===== src/rtl/nibble_serial_add_ctrl.sv =====
// Serial WIDTH-bit adder sequencer driving one external 4-bit combinational adder slice, LSB nibble first.
// Optional macro SERIAL_ADD_OVF_EN adds a registered signed-overflow output (ovf).
module nibble_serial_add_ctrl #(
    parameter int unsigned WIDTH = 16
) (
    input  logic             clk,
    input  logic             rst_n,
    input  logic             in_valid,
    output logic             in_ready,
    input  logic [WIDTH-1:0] a,
    input  logic [WIDTH-1:0] b,
    input  logic             c_in,
    output logic             out_valid,
    input  logic             out_ready,
    output logic [WIDTH-1:0] result,
    output logic             c_out,
    output logic             busy,
    output logic [3:0]       add_x,
    output logic [3:0]       add_y,
    output logic             add_cin,
    input  logic [3:0]       add_sum,
    input  logic             add_cout
`ifdef SERIAL_ADD_OVF_EN
    ,
    output logic             ovf
`endif
);

    localparam int unsigned NIBBLES = WIDTH / 4;
    localparam int unsigned IDX_W   = (NIBBLES > 1) ? $clog2(NIBBLES) : 1;
    localparam logic [IDX_W-1:0] LAST_IDX = IDX_W'(NIBBLES - 1);

    generate
        if ((WIDTH < 4) || ((WIDTH % 4) != 0)) begin : g_width_chk
            $error("nibble_serial_add_ctrl: WIDTH must be a multiple of 4 and >= 4");
        end
    endgenerate

    typedef enum logic [1:0] {
        ST_IDLE = 2'd0,
        ST_RUN  = 2'd1,
        ST_DONE = 2'd2
    } state_e;

    state_e             state_q, state_d;
    logic [WIDTH-1:0]   a_q, a_d;
    logic [WIDTH-1:0]   b_q, b_d;
    logic [WIDTH-1:0]   result_q, result_d;
    logic [IDX_W-1:0]   idx_q, idx_d;
    logic               carry_q, carry_d;
    logic               cout_q, cout_d;
`ifdef SERIAL_ADD_OVF_EN
    logic               ovf_q, ovf_d;
`endif

    // State and datapath registers
    always_ff @(posedge clk or negedge rst_n) begin
        if (!rst_n) begin
            state_q  <= ST_IDLE;
            a_q      <= '0;
            b_q      <= '0;
            result_q <= '0;
            idx_q    <= '0;
            carry_q  <= 1'b0;
            cout_q   <= 1'b0;
`ifdef SERIAL_ADD_OVF_EN
            ovf_q    <= 1'b0;
`endif
        end else begin
            state_q  <= state_d;
            a_q      <= a_d;
            b_q      <= b_d;
            result_q <= result_d;
            idx_q    <= idx_d;
            carry_q  <= carry_d;
            cout_q   <= cout_d;
`ifdef SERIAL_ADD_OVF_EN
            ovf_q    <= ovf_d;
`endif
        end
    end

    // Next-state, slice drive and handshake decode
    always_comb begin
        state_d   = state_q;
        a_d       = a_q;
        b_d       = b_q;
        result_d  = result_q;
        idx_d     = idx_q;
        carry_d   = carry_q;
        cout_d    = cout_q;
`ifdef SERIAL_ADD_OVF_EN
        ovf_d     = ovf_q;
`endif
        in_ready  = 1'b0;
        out_valid = 1'b0;
        busy      = 1'b0;
        add_x     = 4'h0;
        add_y     = 4'h0;
        add_cin   = 1'b0;

        case (state_q)
            ST_IDLE: begin
                in_ready = 1'b1;
                if (in_valid) begin
                    a_d      = a;
                    b_d      = b;
                    carry_d  = c_in;
                    idx_d    = '0;
                    result_d = '0;
`ifdef SERIAL_ADD_OVF_EN
                    ovf_d    = 1'b0;
`endif
                    state_d  = ST_RUN;
                end
            end
            ST_RUN: begin
                busy    = 1'b1;
                add_x   = a_q[4*idx_q +: 4];
                add_y   = b_q[4*idx_q +: 4];
                add_cin = carry_q;
                result_d[4*idx_q +: 4] = add_sum;
                carry_d = add_cout;
                if (idx_q == LAST_IDX) begin
                    cout_d  = add_cout;
                    idx_d   = '0;
`ifdef SERIAL_ADD_OVF_EN
                    ovf_d   = (a_q[WIDTH-1] == b_q[WIDTH-1]) && (add_sum[3] != a_q[WIDTH-1]);
`endif
                    state_d = ST_DONE;
                end else begin
                    idx_d = idx_q + 1'b1;
                end
            end
            ST_DONE: begin
                busy      = 1'b1;
                out_valid = 1'b1;
                if (out_ready) begin
                    state_d = ST_IDLE;
                end
            end
            default: begin
                state_d = ST_IDLE;
            end
        endcase
    end

    assign result = result_q;
    assign c_out  = cout_q;
`ifdef SERIAL_ADD_OVF_EN
    assign ovf    = ovf_q;
`endif

endmodule

===== config.mk =====
export PLATFORM = sky130hd
export DESIGN_NAME = nibble_serial_add_ctrl
export DESIGN_NICKNAME = d
export VERILOG_FILES = /design/src/rtl/nibble_serial_add_ctrl.sv
export SDC_FILE = /design/constraint.sdc
export NUM_CORES = 1
export LEC_CHECK = 0
export CELL_PAD_IN_SITES_DETAIL_PLACEMENT = 1
export CELL_PAD_IN_SITES_GLOBAL_PLACEMENT = 1
export CORE_AREA = 10 10 80 116
export CTS_CLUSTER_DIAMETER = 80
export DETAILED_ROUTE_END_ITERATION = 12
export DIE_AREA = 0 0 90 126
export GPL_TIMING_DRIVEN = 1
export PLACE_DENSITY = 0.83
export SYNTH_ARGS = -nofsm -noshare
export SYNTH_HDL_FRONTEND = slang
export SYNTH_SLANG_ARGS = --single-unit

===== constraint.sdc =====
create_clock -name clk -period 2.55 [get_ports clk]
set_input_delay 0.6375 -clock clk [delete_from_list [all_inputs] [get_ports clk]]
set_output_delay 0.6375 -clock clk [all_outputs]
set_load 0.005 [all_outputs]

; After elaboration in Yosys (flattened, before gate mapping)
; Index checks and enable logic that the tools add are counted.
[classes]
n_reduce_logical = 7
n_eq_ne = 6
n_addsub = 2
shifts = 4
muxes = 18
[ops]
columns = cell, count
row1 = 4-bit negator with 34-bit output, 1
row2 = "4-bit by 34-bit variable shift with 16-bit output, first input constant", 1
row3 = 4-bit by 34-bit variable part select with 16-bit output, 1
row4 = 16-bit case mux with 2 select lines, 1
row5 = 16-bit by 5-bit variable part select with 4-bit output, 2
row6 = 16-bit bitwise mux, 1
row7 = 16-bit two-way mux, 1
row8 = 2-bit two-way mux, 5
row9 = 4-bit two-way mux, 2
row10 = "2-bit != test, second input constant", 3
row11 = 2-bit case mux with 3 select lines, 1
row12 = 2-bit AND reduction, 3
row13 = 1-bit two-way mux, 5
row14 = "2-bit equality test, second input constant", 2
row15 = 2-bit case mux with 2 select lines, 1
row16 = 3-bit AND reduction, 1
row17 = "2-bit by 1-bit adder with 2-bit output, second input constant", 1
row18 = "2-bit by 1-bit equality test with 1-bit output, second input constant", 1
row19 = 2-bit zero test, 1
row20 = 1-bit case mux with 2 select lines, 1
row21 = 2-bit nonzero test, 1
row22 = 2-bit OR reduction, 1
[word_totals]
ff_bits = 54
wordCells = 44
inputBits = 42

; Longest topological paths before layout
[depth]
depth_word = 4
mapped_depth = 8
mapped_depth_nobuf = 5

; Worst setup path after synthesis
; No wires, ideal clock.
[synth_timing]
kind = register to output
from = register idx_q[0]
to = output add_x[0]
stages_incl_launch_ff = 5
setup_slack_ns = 0.587
required_time_ns = 1.913
t_arrival_ns = 1.325
path_buffers = 2
cell_sequence = dfrtp_1 buf_6 buf_8 mux4_1 and2_1
[synth_between]
elab_chain_cells = 2
[synth_lines]
columns = element, line
row1 = "start, declared", 49  ; logic [IDX_W-1:0] idx_q, idx_d;
row2 = "start signal, assigned", 74  ; idx_q <= idx_d;
row3 = 16-bit by 5-bit variable part select with 4-bit output, 119  ; add_x = a_q[4*idx_q +: 4];
row4 = 4-bit two-way mux, 102  ; case (state_q)
row5 = "end, declared", 18  ; output logic [3:0] add_x,
; No other way between the ends.

; Final worst setup path
[layout_timing]
from = register idx_q[0]
to = output add_y[0]
[layout_between]
elab_chain_cells = 2
[layout_lines]
columns = element, line
row1 = 16-bit by 5-bit variable part select with 4-bit output, 120  ; add_y = b_q[4*idx_q +: 4];
row2 = 4-bit two-way mux, 102
row3 = "end, declared", 19  ; output logic [3:0] add_y,
; No other way between the ends.

==> results.tsv <==
metric	value	unit
Slew headroom	61.6	%
Residual DRC	0	
Max-Cap Viols	0	
Die X	90	um
area of the multi-input gates	0.00120	mm^2
layout cells sized above 1	24.6	%
PD cells	1020	mW/mm^2
Fill cells	743	
H-tree depth	2	
Tcrit/Tclk final	95.4	%
status	finished, final reports clean	
total congestion overflow	0	
first-pass GRT wire length	10700	um
max frequency	411	MHz
via/cell ratio	4.94	
RSZ-0062 raised after global routing	false	
post-synthesis cell area	0.00264	mm^2
top cells by count, synth	54 x dfrtp_1, 41 x mux2_2, 10 x nand3_1	
Hold Slack	0.153	ns
initial antenna violation count	0	
Iteration-0 DRC Markers	36	
Vias	1839	
ys flop type	dfrtp_1	
area fraction of the dominant cell type after synthesis	51.1	%
final hold vios	0	
synth top area cells	dfrtp_1 51%, mux2_2 17%, mux4_1 8.0%, ha_1 4.3%, and2_1 2.1%	
Syn Nets	246	
worst flop-to-flop path startpoint	idx_q[0]$_DFFE_PN0P_	
reg-to-reg endpoint	result[11]$_DFFE_PN0P_	
Die Ht	126	um
die outline area	0.0113	mm^2
TritonRoute pass-1 iters	4	
Post-CTS Hold Fix Bufs	0	
CTS tree	yes	
largest net degree at the start of global routing	47	
sequential share of the synthesized area	51.1	%
CP endpoint	add_y[0]	
Total Negative Setup Slacks	0	ns
# IOs	71	
clk slew on worst S/H paths	0.09	ns
Detail Route Antenna Nets	0	
Starting Density	36.8	%
Yosys cell types	31	
clk root buf	clkbuf_8	
Worst Reg-to-Reg Cells	7	
CP Max Fanout	5	
Max rail drop VDD	0.000530	V
FF/Latch Area	0.00135	mm^2
DP Worst Slack	0.242	ns
crit start category	register	
Final Critical Period	2.43	ns
Avg Cell Area, Syn	13.6	um^2
skew final	0.00597	ns
number of buffers added on ports	70	
Sink Count	54	
antenna cells	0	
number of global-route vias before repair	2130	
r2r setup slk	0.57	ns
Yosys Warn Count	0	
CP required	1.91	ns
DR WL/cell	17.4	um
Synth Instances	195	
CP Launch Point	idx_q[0]$_DFFE_PN0P_	
cell taking the most area after synthesis	dfrtp_1	
core region area	0.00718	mm^2
CP Class	register to output port	
area grow syn2layout	35.5	%
Post-synth EDFFs	0	
final setup fails	0	
most common cell in the synthesized netlist	dfrtp_1	
HP Class	primary input to asynchronous set/reset pin	
Leak	1.53	nW
fin worst setup slack	0.116	ns
Post-synth ARST share	100	%
Final HPWL DP	5150	um
DRT Wirelength	6480	um
Core Util, Final	49.9	%
routability congestion estimate	0.743	
Total GRT Usage	11.7	%
Slew @ Worst Pin	0.577	ns
CTS Buf Count	5	
critical path arrival	1.80	ns
Max Root-Sink Buffers	2	
Final Slew Violations	0	
post-synthesis register bit count	54	
Clock Latency Late Sink	0.31	ns
nets	322	
Crit. End Element	output port	
# rows	38	
==> stage by stage <==
stage               power, mW  area (um^2)  std cells
floorplan                2.46         2640        195
global placement         3.07         3480        364
detailed placement       3.15         3480        364
CTS                      3.72         3600        373
global route             3.93         3580        372
finish                   3.65         3580        372
==> cell usage in the layout (no fill, tap or decap), drive strengths merged, types with 6 or more instances in the layout <==
| cell type | synthesis | final |
|---|---|---|
| dlygate4sd2 | 0 | 7 |
| clkbuf | 4 | 7 |
| inv | 7 | 7 |
| nand3 | 10 | 10 |
| ha | 9 | 9 |
| mux2 | 42 | 42 |
| nor2 | 6 | 6 |
| dfrtp | 54 | 54 |
| clkdlybuf4s50 | 0 | 61 |
| mux4 | 8 | 8 |
| nand2 | 9 | 9 |
| buf | 6 | 10 |
| and2 | 9 | 9 |
==> timing repair <==
item | in CTS | in global routing
resized for setup | 11 | 6
endpoints found under the hold margin | 0 | 0
buffers inserted | 1 | 0
setup endpoints to repair | 9 | 5
==> per-layer routing <==
| metal | vias to the layer above | share of wire [%] | global-route usage, % |
|---|---|---|---|
| met5 | - | 0 | 0 |
| met4 | 0 | 2.1 | 5.64 |
| met3 | 10 | 4.7 | 3.21 |
| met2 | 41 | 58 | 23.2 |
| met1 | 934 | 35 | 10.6 |
| li1 | 854 | - | - |
==> critical path, cell delays in order (launching register included) <==
cell,delay (ns)
dfrtp_1,0.37
buf_6,0.13
mux4_1,0.54
and2_1,0.17
dlygate4sd2_1,0.27
==> area by class of cell <==
cell class / count / share of cell area (%)
flip-flops and latches: 54 / 37.7
multi-input cells: 124 / 33.6
repair buffers: 79 / 21.4
well taps: 100 / 3.49
clock buffers: 6 / 2.03
clock inverters: 2 / 1.05
inverters: 7 / 0.733
==> state kept, by name, summed over array words and instances (netlist names) <==
signal / flops
b_q: 16
carry_q: 1
a_q: 16
state_q: 2
idx_q: 2
c_out: 1
result: 16
==> worst min path at each step <==
stage | endpoint | start | cells after the start
2_1_floorplan | a_q[0]$_DFFE_PN0P_ | rst_n | 0
3_3_place_gp | result[8]$_DFFE_PN0P_ | result[8]$_DFFE_PN0P_ | 1
3_5_place_dp | result[9]$_DFFE_PN0P_ | result[9]$_DFFE_PN0P_ | 1
4_1_cts | b_q[3]$_DFFE_PN0P_ | rst_n | 1
5_1_grt | b_q[7]$_DFFE_PN0P_ | rst_n | 1
6_report | b_q[3]$_DFFE_PN0P_ | rst_n | 1
==> logic make-up after synthesis <==
family                     synth area share (%)
DFF                                        51.1
adders and majority gates                  4.26
buffers and inverters                      3.36
muxes                                      26.7
AOI/OAI and AO/OA                          5.16
and+or+nand+nor                            9.37
==> power by group <==
group | switching, mW | total (mW) | internal [mW]
Combinational | 0.710 | 1.71 | 0.997
Clock | 0.276 | 0.569 | 0.293
Sequential | 0.175 | 1.37 | 1.20
Power figures use the tool's default switching activity.
